`src/rtl/uart_rx_line.sv`:
```
// Oversampling UART receiver with configurable framing and a show-ahead FIFO
// whose entries carry an end-of-line tag for downstream line assembly.
module uart_rx_line #(
  parameter int         CLKS_PER_BIT = 868,
  parameter int         DATA_BITS    = 8,
  parameter int         PARITY       = 0,
  parameter int         STOP_BITS    = 1,
  parameter int         FIFO_DEPTH   = 16,
  parameter logic [7:0] EOL_CHAR     = 8'h0A
) (
  input  logic                          clk,
  input  logic                          rst,
  input  logic                          rx,
  output logic [DATA_BITS-1:0]          rx_data,
  output logic                          rx_eol,
  output logic                          rx_valid,
  input  logic                          rx_ready,
  output logic                          frame_err,
  output logic                          parity_err,
  output logic                          overrun,
  output logic [$clog2(FIFO_DEPTH):0]   fifo_count
);

  localparam int CW = $clog2(CLKS_PER_BIT);
  localparam int AW = $clog2(FIFO_DEPTH);
  localparam logic [CW-1:0]        FULL_BIT  = CW'(CLKS_PER_BIT - 1);
  localparam logic [CW-1:0]        HALF_BIT  = CW'(CLKS_PER_BIT / 2 - 1);
  localparam logic [CW-1:0]        CNT_ONE   = CW'(1);
  localparam logic [DATA_BITS-1:0] EOL_TAG   = EOL_CHAR[DATA_BITS-1:0];
  localparam logic [3:0]           LAST_DATA = 4'(DATA_BITS - 1);
  localparam logic                 LAST_STOP = 1'(STOP_BITS - 1);
  localparam logic                 ODD_MODE  = (PARITY == 1);
  localparam logic [AW:0]          CNT_FULL  = (AW + 1)'(FIFO_DEPTH);
  localparam logic [AW:0]          FIFO_ONE  = (AW + 1)'(1);

  typedef enum logic [2:0] {
    S_IDLE, S_START, S_DATA, S_PARITY, S_STOP, S_WAIT_HIGH
  } state_t;

  logic                 rx_meta, rx_sync;
  state_t               state, state_n;
  logic [CW-1:0]        cnt, cnt_n;
  logic [3:0]           bit_idx, bit_n;
  logic                 stop_idx, stop_n;
  logic [DATA_BITS-1:0] shift, shift_n;
  logic                 par_bad, par_bad_n;
  logic                 push, frame_n, parity_n;
  logic                 tick;

  logic [DATA_BITS:0]   mem [FIFO_DEPTH];
  logic [AW-1:0]        wr_ptr, rd_ptr;
  logic                 full, pop, write;

  // Both flops idle high so reset never looks like a start edge.
  always_ff @(posedge clk) begin
    if (rst) begin
      rx_meta <= 1'b1;
      rx_sync <= 1'b1;
    end else begin
      rx_meta <= rx;
      rx_sync <= rx_meta;
    end
  end

  assign tick = (cnt == '0);

  always_ff @(posedge clk) begin
    if (rst) begin
      state      <= S_IDLE;
      cnt        <= '0;
      bit_idx    <= '0;
      stop_idx   <= 1'b0;
      shift      <= '0;
      par_bad    <= 1'b0;
      frame_err  <= 1'b0;
      parity_err <= 1'b0;
    end else begin
      state      <= state_n;
      cnt        <= cnt_n;
      bit_idx    <= bit_n;
      stop_idx   <= stop_n;
      shift      <= shift_n;
      par_bad    <= par_bad_n;
      frame_err  <= frame_n;
      parity_err <= parity_n;
    end
  end

  always_comb begin
    state_n   = state;
    cnt_n     = cnt;
    bit_n     = bit_idx;
    stop_n    = stop_idx;
    shift_n   = shift;
    par_bad_n = par_bad;
    push      = 1'b0;
    frame_n   = 1'b0;
    parity_n  = 1'b0;
    case (state)
      S_IDLE: begin
        if (!rx_sync) begin
          state_n = S_START;
          cnt_n   = HALF_BIT;
        end
      end
      S_START: begin
        if (!tick) begin
          cnt_n = cnt - CNT_ONE;
        end else if (!rx_sync) begin
          state_n   = S_DATA;
          cnt_n     = FULL_BIT;
          bit_n     = '0;
          par_bad_n = 1'b0;
        end else begin
          state_n = S_IDLE;
        end
      end
      S_DATA: begin
        if (!tick) begin
          cnt_n = cnt - CNT_ONE;
        end else begin
          shift_n = {rx_sync, shift[DATA_BITS-1:1]};
          cnt_n   = FULL_BIT;
          if (bit_idx == LAST_DATA) begin
            state_n = (PARITY != 0) ? S_PARITY : S_STOP;
            stop_n  = 1'b0;
          end else begin
            bit_n = bit_idx + 4'd1;
          end
        end
      end
      S_PARITY: begin
        if (!tick) begin
          cnt_n = cnt - CNT_ONE;
        end else begin
          par_bad_n = ((^shift) ^ rx_sync) != ODD_MODE;
          cnt_n     = FULL_BIT;
          state_n   = S_STOP;
        end
      end
      S_STOP: begin
        if (!tick) begin
          cnt_n = cnt - CNT_ONE;
        end else if (!rx_sync) begin
          frame_n = 1'b1;
          state_n = S_WAIT_HIGH;
        end else if (stop_idx != LAST_STOP) begin
          stop_n = 1'b1;
          cnt_n  = FULL_BIT;
        end else if (par_bad) begin
          parity_n = 1'b1;
          state_n  = S_IDLE;
        end else begin
          push    = 1'b1;
          state_n = S_IDLE;
        end
      end
      S_WAIT_HIGH: begin
        if (rx_sync) state_n = S_IDLE;
      end
      default: state_n = S_IDLE;
    endcase
  end

  // A pop on the same edge frees the slot, so a full FIFO still accepts.
  assign rx_valid = (fifo_count != '0);
  assign pop      = rx_valid & rx_ready;
  assign full     = (fifo_count == CNT_FULL);
  assign write    = push & (~full | pop);

  always_ff @(posedge clk) begin
    if (write) mem[wr_ptr] <= {shift == EOL_TAG, shift};
  end

  always_ff @(posedge clk) begin
    if (rst) begin
      wr_ptr     <= '0;
      rd_ptr     <= '0;
      fifo_count <= '0;
      overrun    <= 1'b0;
    end else begin
      overrun <= push & full & ~pop;
      if (write) wr_ptr <= wr_ptr + 1'b1;
      if (pop)   rd_ptr <= rd_ptr + 1'b1;
      case ({write, pop})
        2'b10:   fifo_count <= fifo_count + FIFO_ONE;
        2'b01:   fifo_count <= fifo_count - FIFO_ONE;
        default: fifo_count <= fifo_count;
      endcase
    end
  end

  assign rx_data = rx_valid ? mem[rd_ptr][DATA_BITS-1:0] : '0;
  assign rx_eol  = rx_valid & mem[rd_ptr][DATA_BITS];

endmodule

```
`config.mk`:
```
export PLATFORM = sky130hd
export DESIGN_NAME = uart_rx_line
export DESIGN_NICKNAME = d
export VERILOG_FILES = /design/src/rtl/uart_rx_line.sv
export SDC_FILE = /design/constraint.sdc
export NUM_CORES = 1
export LEC_CHECK = 0
export ABC_AREA = 1
export BUFFER_PORTS_ARGS = -buffer_cell sky130_fd_sc_hd__buf_4
export CAP_MARGIN = 20
export CORE_ASPECT_RATIO = 1.2
export CORE_MARGIN = 4
export CORE_UTILIZATION = 39
export DETAILED_ROUTE_END_ITERATION = 7
export PLACE_DENSITY = 0.65
export SLEW_MARGIN = 20
export SYNTH_ARGS = -nofsm -noshare
export SYNTH_HDL_FRONTEND = slang
export SYNTH_SLANG_ARGS = --single-unit
```
`constraint.sdc`:
```
create_clock -name clk -period 2.48 [get_ports clk]
set_input_delay 0.496 -clock clk [delete_from_list [all_inputs] [get_ports clk]]
set_output_delay 0.496 -clock clk [all_outputs]
set_load 0.005 [all_outputs]
```
# After elaboration in Yosys (flattened, before gate mapping)
# Memories as Yosys holds them, arrays and structs flattened. A register that Yosys moved wholly into a read port is not among the register bits.
# Cells that the tools add are included.
[op_classes] add_sub_neg=6 eq_ne=24 n_mux=47 n_bitwise=12 reduce_logical=18
[op_table] operator="10-bit two-way mux" count=7
[op_table] operator="10-bit case mux with 4 select lines" count=1
[op_table] operator="3-bit two-way mux" count=9
[op_table] operator="4-bit two-way mux" count=6
[op_table] operator="2-bit inequality test (second input constant)" count=10
[op_table] operator="3-bit case mux with 6 select lines" count=1
[op_table] operator="1-bit two-way mux" count=17
[op_table] operator="5-bit AND reduction" count=3
[op_table] operator="4-bit by 1-bit adder with 4-bit output (second input constant)" count=3
[op_table] operator="3-bit inequality test (second input constant)" count=4
[op_table] operator="10-bit zero test" count=1
[op_table] operator="5-bit case mux with 2 select lines" count=1
[op_table] operator="10-bit by 1-bit subtractor with 10-bit output (second input constant)" count=1
[op_table] operator="8-bit by 4-bit equality test with 1-bit output (second input constant)" count=1
[op_table] operator="8-bit two-way mux" count=1
[op_table] operator="4-bit case mux with 2 select lines" count=1
[op_table] operator="8-bit AND reduction" count=1
[op_table] operator="2-bit nonzero test" count=4
[op_table] operator="8-bit XOR reduction" count=1
[op_table] operator="3-bit by 2-bit equality test with 1-bit output (second input constant)" count=2
[op_table] operator="3-bit equality test (second input constant)" count=2
[op_table] operator="5-bit by 1-bit adder with 5-bit output (second input constant)" count=1
[op_table] operator="1-bit AND" count=5
[op_table] operator="5-bit equality test (second input constant)" count=1
[op_table] operator="18 further kinds" count=23
[totals] reg_bits=45 mem_bits_rw=144 inputBits=4 out_inout_bits=18 word_cells=122 n_memories=1
[memory_table] name="mem" words=16 word_bits=9 read_ports=1 rd_ports_with_merged_regs=1 wr=1 line="50" rtl="logic [DATA_BITS:0] mem [FIFO_DEPTH];"

# Depth between registers and ports, before layout
[logic_depth] ltp_word=8 mapped_depth=16 ltp_nobuf=16

# Least setup slack after synthesis
# Ideal clock, no wire load.
[synth_path] path_kind="register to register" from="register cnt[0]" to="register fifo_count[4]" setup_ns=0.113 t_arrival_ns=1.998 required_time_ns=2.367 slack_ns=0.369 stages_incl_launch_ff=16 n_path_buf=0 period_less_slack_ns=2.111 path_cell_list="dfxtp_1 inv_1 ha_1 inv_1 nor3_2 nand3_2 nand2_2 inv_1 ha_1 a21oi_1 o21bai_1 nand3_1 nand2_1 nor2_1 nor2_1 nor2_1"
[synth_via] elab_chain_cells=6 word_cells_on_any_way=8 cone_classes="eq/ne: 2; mux: 3; bitwise: 1; reduce/logical: 2"
[synth_rtl] item="from (decl)" line="42" rtl="logic [CW-1:0] cnt, cnt_n;"
[synth_rtl] item="from (signal assigned)" line="79" rtl="cnt <= cnt_n;"
[synth_rtl] item="10-bit zero test (*)" line="65" rtl="assign tick = (cnt == '0);"
[synth_rtl] item="1-bit two-way mux (*)" line="142" rtl="if (!tick) begin"
[synth_rtl] item="1-bit two-way mux (*)" line="99" rtl="case (state)"
[synth_rtl] item="1-bit AND (*)" line="169" rtl="assign write = push & (~full | pop);"
[synth_rtl] item="2-bit by 1-bit equality test with 1-bit output or 2-bit equality test (tied branches)" line="185" rtl="case ({write, pop})"
[synth_rtl] item="5-bit case mux with 2 select lines or 2-bit nonzero test (tied branches)"
[synth_rtl] item="to (signal assigned)" line="186" rtl="2'b10: fifo_count <= fifo_count + FIFO_ONE;"
[synth_rtl] item="to (signal assigned)" line="187" rtl="2'b01: fifo_count <= fifo_count - FIFO_ONE;"
[synth_rtl] item="to (signal assigned)" line="188" rtl="default: fifo_count <= fifo_count;"
[synth_rtl] item="to (decl)" line="21" rtl="output logic [$clog2(FIFO_DEPTH):0] fifo_count"
# Every way passes the cells marked *; elsewhere a longest branch is shown, timed or not.
# A chain may end at the register's enable or synchronous reset.

==> results by group <==
Floorplanning
  • Row count: 58
  • Num ports: 22
  • Core Region: 0.0210 sq mm
  • Starting density of the core: 39.6%
  • DIE WIDTH: 141 microns
  • Die Y: 168 microns
  • Die area: 0.0237 sq mm

Clocking
  • Hold-fix buffers, CTS: 0
  • Clk sink count: 192
  • Worst-Skew Late Latency: 0.44 ns
  • Clk buf depth: 2
  • H-tree levels: 4
  • CTS root buf: clkbuf_16
  • CTS tree: yes
  • Number of CTS-inserted buffers: 17
  • Clk pin slew, worst setup/hold paths: 0.07 ns

Synthesis
  • Top_reg_cell synth: edfxtp_1
  • Most frequent cells after synthesis: edfxtp_1, nor2_1, nand2_1
  • Synth area leader: edfxtp_1
  • Top-count cell post-synth: edfxtp_1
  • EDFF count, synth: 144
  • FF+latch count, synth: 192
  • Post-synth cell types: 36
  • Net count after synthesis: 790
  • Async S/R FF share, synth: 0%
  • Yosys warning total: 0
  • Yosys top cell area share: 52.0%
  • Mean Syn Cell Area: 10.8 sq um
  • Mapped Cells: 770
  • Top cells by area, synth: edfxtp_1, dfxtp_1, nor2_1, nand2_1, o21ai_0
  • Synthesized cell area: 0.00831 sq mm
  • Sequential area share after synthesis: 63.6%

GRT
  • GRT Overall Usage: 16.2%
  • GR Overflow Total: 0
  • Largest net degree at the start of global routing: 39
  • Initial antenna violation count: 0
  • Vias in the first global route: 5448
  • First-pass GRT wire length: 29700 microns

Finish
  • Core Util, Final: 47.7%
  • Non-Filler Instances: 1117
  • Area delta synth->final: 20.5%
  • Fin nets: 855
  • ANT cells: 0
  • Filler cells: 1914
  • Layout cell share with drive strength beyond 1: 21.5%

Setup path
  • Worst R2R Path Depth: 16
  • Worst flop-to-flop path startpoint: cnt[1]
  • Critical path class: reg -> out
  • Setup crit start kind: flop
  • R2r setup slk: 0.26 ns
  • CP required: 1.98 ns
  • Critical Path AT: 1.97 ns
  • WP buf/inv: 2
  • Reg-to-reg endpoint: fifo_count[4]
  • CP max stage delay: 0.44 ns
  • CP max stage cell: dfxtp_4
  • CP delay by family, top: compound AO/OA/AOI/OAI gates
  • Nature of the critical path endpoint: output port
  • Worst-path maximum fanout: 16
  • Critical path depth: 6
  • CP cell instances: buf_6, o21ai_0, o221ai_1, nand3_1, a21oi_2, buf_4
  • Crit path to: rx_data[7]

STA
  • Measured slew at the worst slew-check pin: 0.745 ns
  • RSZ-0062 raised after global routing: yes
  • Pins Over Slew Limit: 0
  • Setup TNS Final: 0 ns
  • Worst Setup Slack, final: 0.00955 ns
  • Rel. slew slack: 50.3%
  • Setup Skew: 0.0144 ns
  • FMAX: 405 MHz
  • Fin crit share: 99.6%
  • Final hold vios: 0
  • Fin crit period: 2.47 ns
  • Final setup fails: 0

Power
  • Total chip power: 0.0110 W
  • Pwr Density: 1100 mW/mm^2
  • Maximum vdd drop: 0.733 mV
  • Pleak: 3.59 nW

Detailed routing
  • Drt wl/cell: 17.9 microns
  • Via Count: 5835
  • # DRC: 0
  • Initial DRT Pass Iterations: 6
  • DRT iter0 DRCs: 405
  • Post-Route WL: 20000 microns
  • Final ANT Viol Nets: 0
  • Vias per cell: 5.22

Place
  • Pre-CTS setup slack: 0.202 ns
  • DP HPWL: 12200 microns
  • PortBufs: 21
  • GPL Wtd Cong: 0.885
  • Placed Instances: 1067

Status
  • Status: completed

Min path
  • Hold/Removal Path Class: in -> reg

Job
  • Max Cap Violations: 0
==> power by group <==
group	internal, W	switching (W)
sequential	0.00369	0.000255
clock	0.00131	0.00127
combinational	0.00184	0.00265
total	0.00685	0.00418
==> layer usage <==
| layer | global-route usage, % | part of all wire [%] |
|---|---|---|
| met5 | 0 | 0 |
| met4 | 5.23 | 2.0 |
| met2 | 27.5 | 50 |
| met1 | 20.8 | 43 |
| met3 | 3.04 | 5.0 |
==> final cells by class <==
type	count	area (sq um)	area share [%]
Clock buffer	17	425	4.25
Clock inverter	14	125	1.25
Inverter	55	223	2.22
Multi-Input combinational cell	490	2840	28.4
Sequential cell	192	5290	52.9
Tap cell	270	338	3.37
Timing Repair Buffer	78	756	7.55
Timing Repair inverter	1	7.51	0.0750
==> cell families (layout without fill, tap and decap cells) <==
group	after synthesis	after routing	share of synthesized area [%]
AND/OR/NAND/NOR	289	289	15.6
flip-flops	192	192	63.6
buffers and inverters	88	165	4.17
adder cells (fa/ha/maj)	16	16	2.50
AO/OA/AOI/OAI	174	174	13.0
XOR/XNOR	11	11	1.16
==> state kept, by name, summed over array words and instances, names as in the netlist, named ones only <==
signal / cells
parity_err: 1
rx_sync: 1
wr_ptr: 4
bit_idx: 4
rd_ptr: 4
mem: 144
overrun: 1
shift: 8
frame_err: 1
cnt: 10
fifo_count: 5
rx_meta: 1
par_bad: 1
state: 3
==> placed cells by master (no fill, tap or decap), types with 31 or more instances in the layout <==
master    instances
inv_1            42
edfxtp_1        144
dfxtp_1          45
o21ai_0          48
nand2_1          89
buf_4            60
a21oi_1          40
nor2_1          117
nand3_1          36
o21bai_1         31
==> worst min-delay path by stage <==
| stage | to | slack [ns] | start | cells after the start |
|---|---|---|---|---|
| 3_3_place_gp | rx_sync | 0.44 | rx_meta | 1 |
| 4_1_cts | rx_meta | 0.25 | rx | 2 |
| 2_1_floorplan | rx_sync | 0.39 | rx_meta | 1 |
| 5_1_grt | rx_meta | 0.26 | rx | 2 |
| 6_report | rx_meta | 0.26 | rx | 2 |
| 3_5_place_dp | rx_sync | 0.44 | rx_meta | 1 |
==> repair_timing <==
item | 4_1_cts | 5_1_grt
cloned | 2 | 7
gates resized for setup | 20 | 40
setup buffers | 0 | 10
endpoints found under the setup margin | 9 | 10
pin swaps | 1 | 12
==> per-stage QoR <==
| step | hold WS (ns) | area [sq um] |
|---|---|---|
| floorplan | 0.389 | 8310 |
| global placement | 0.442 | 8980 |
| detailed placement | 0.436 | 8990 |
| CTS | 0.247 | 9650 |
| global route | 0.257 | 10000 |
| finish | 0.257 | 10000 |
Note: power is estimated with default switching activity, not from simulation.
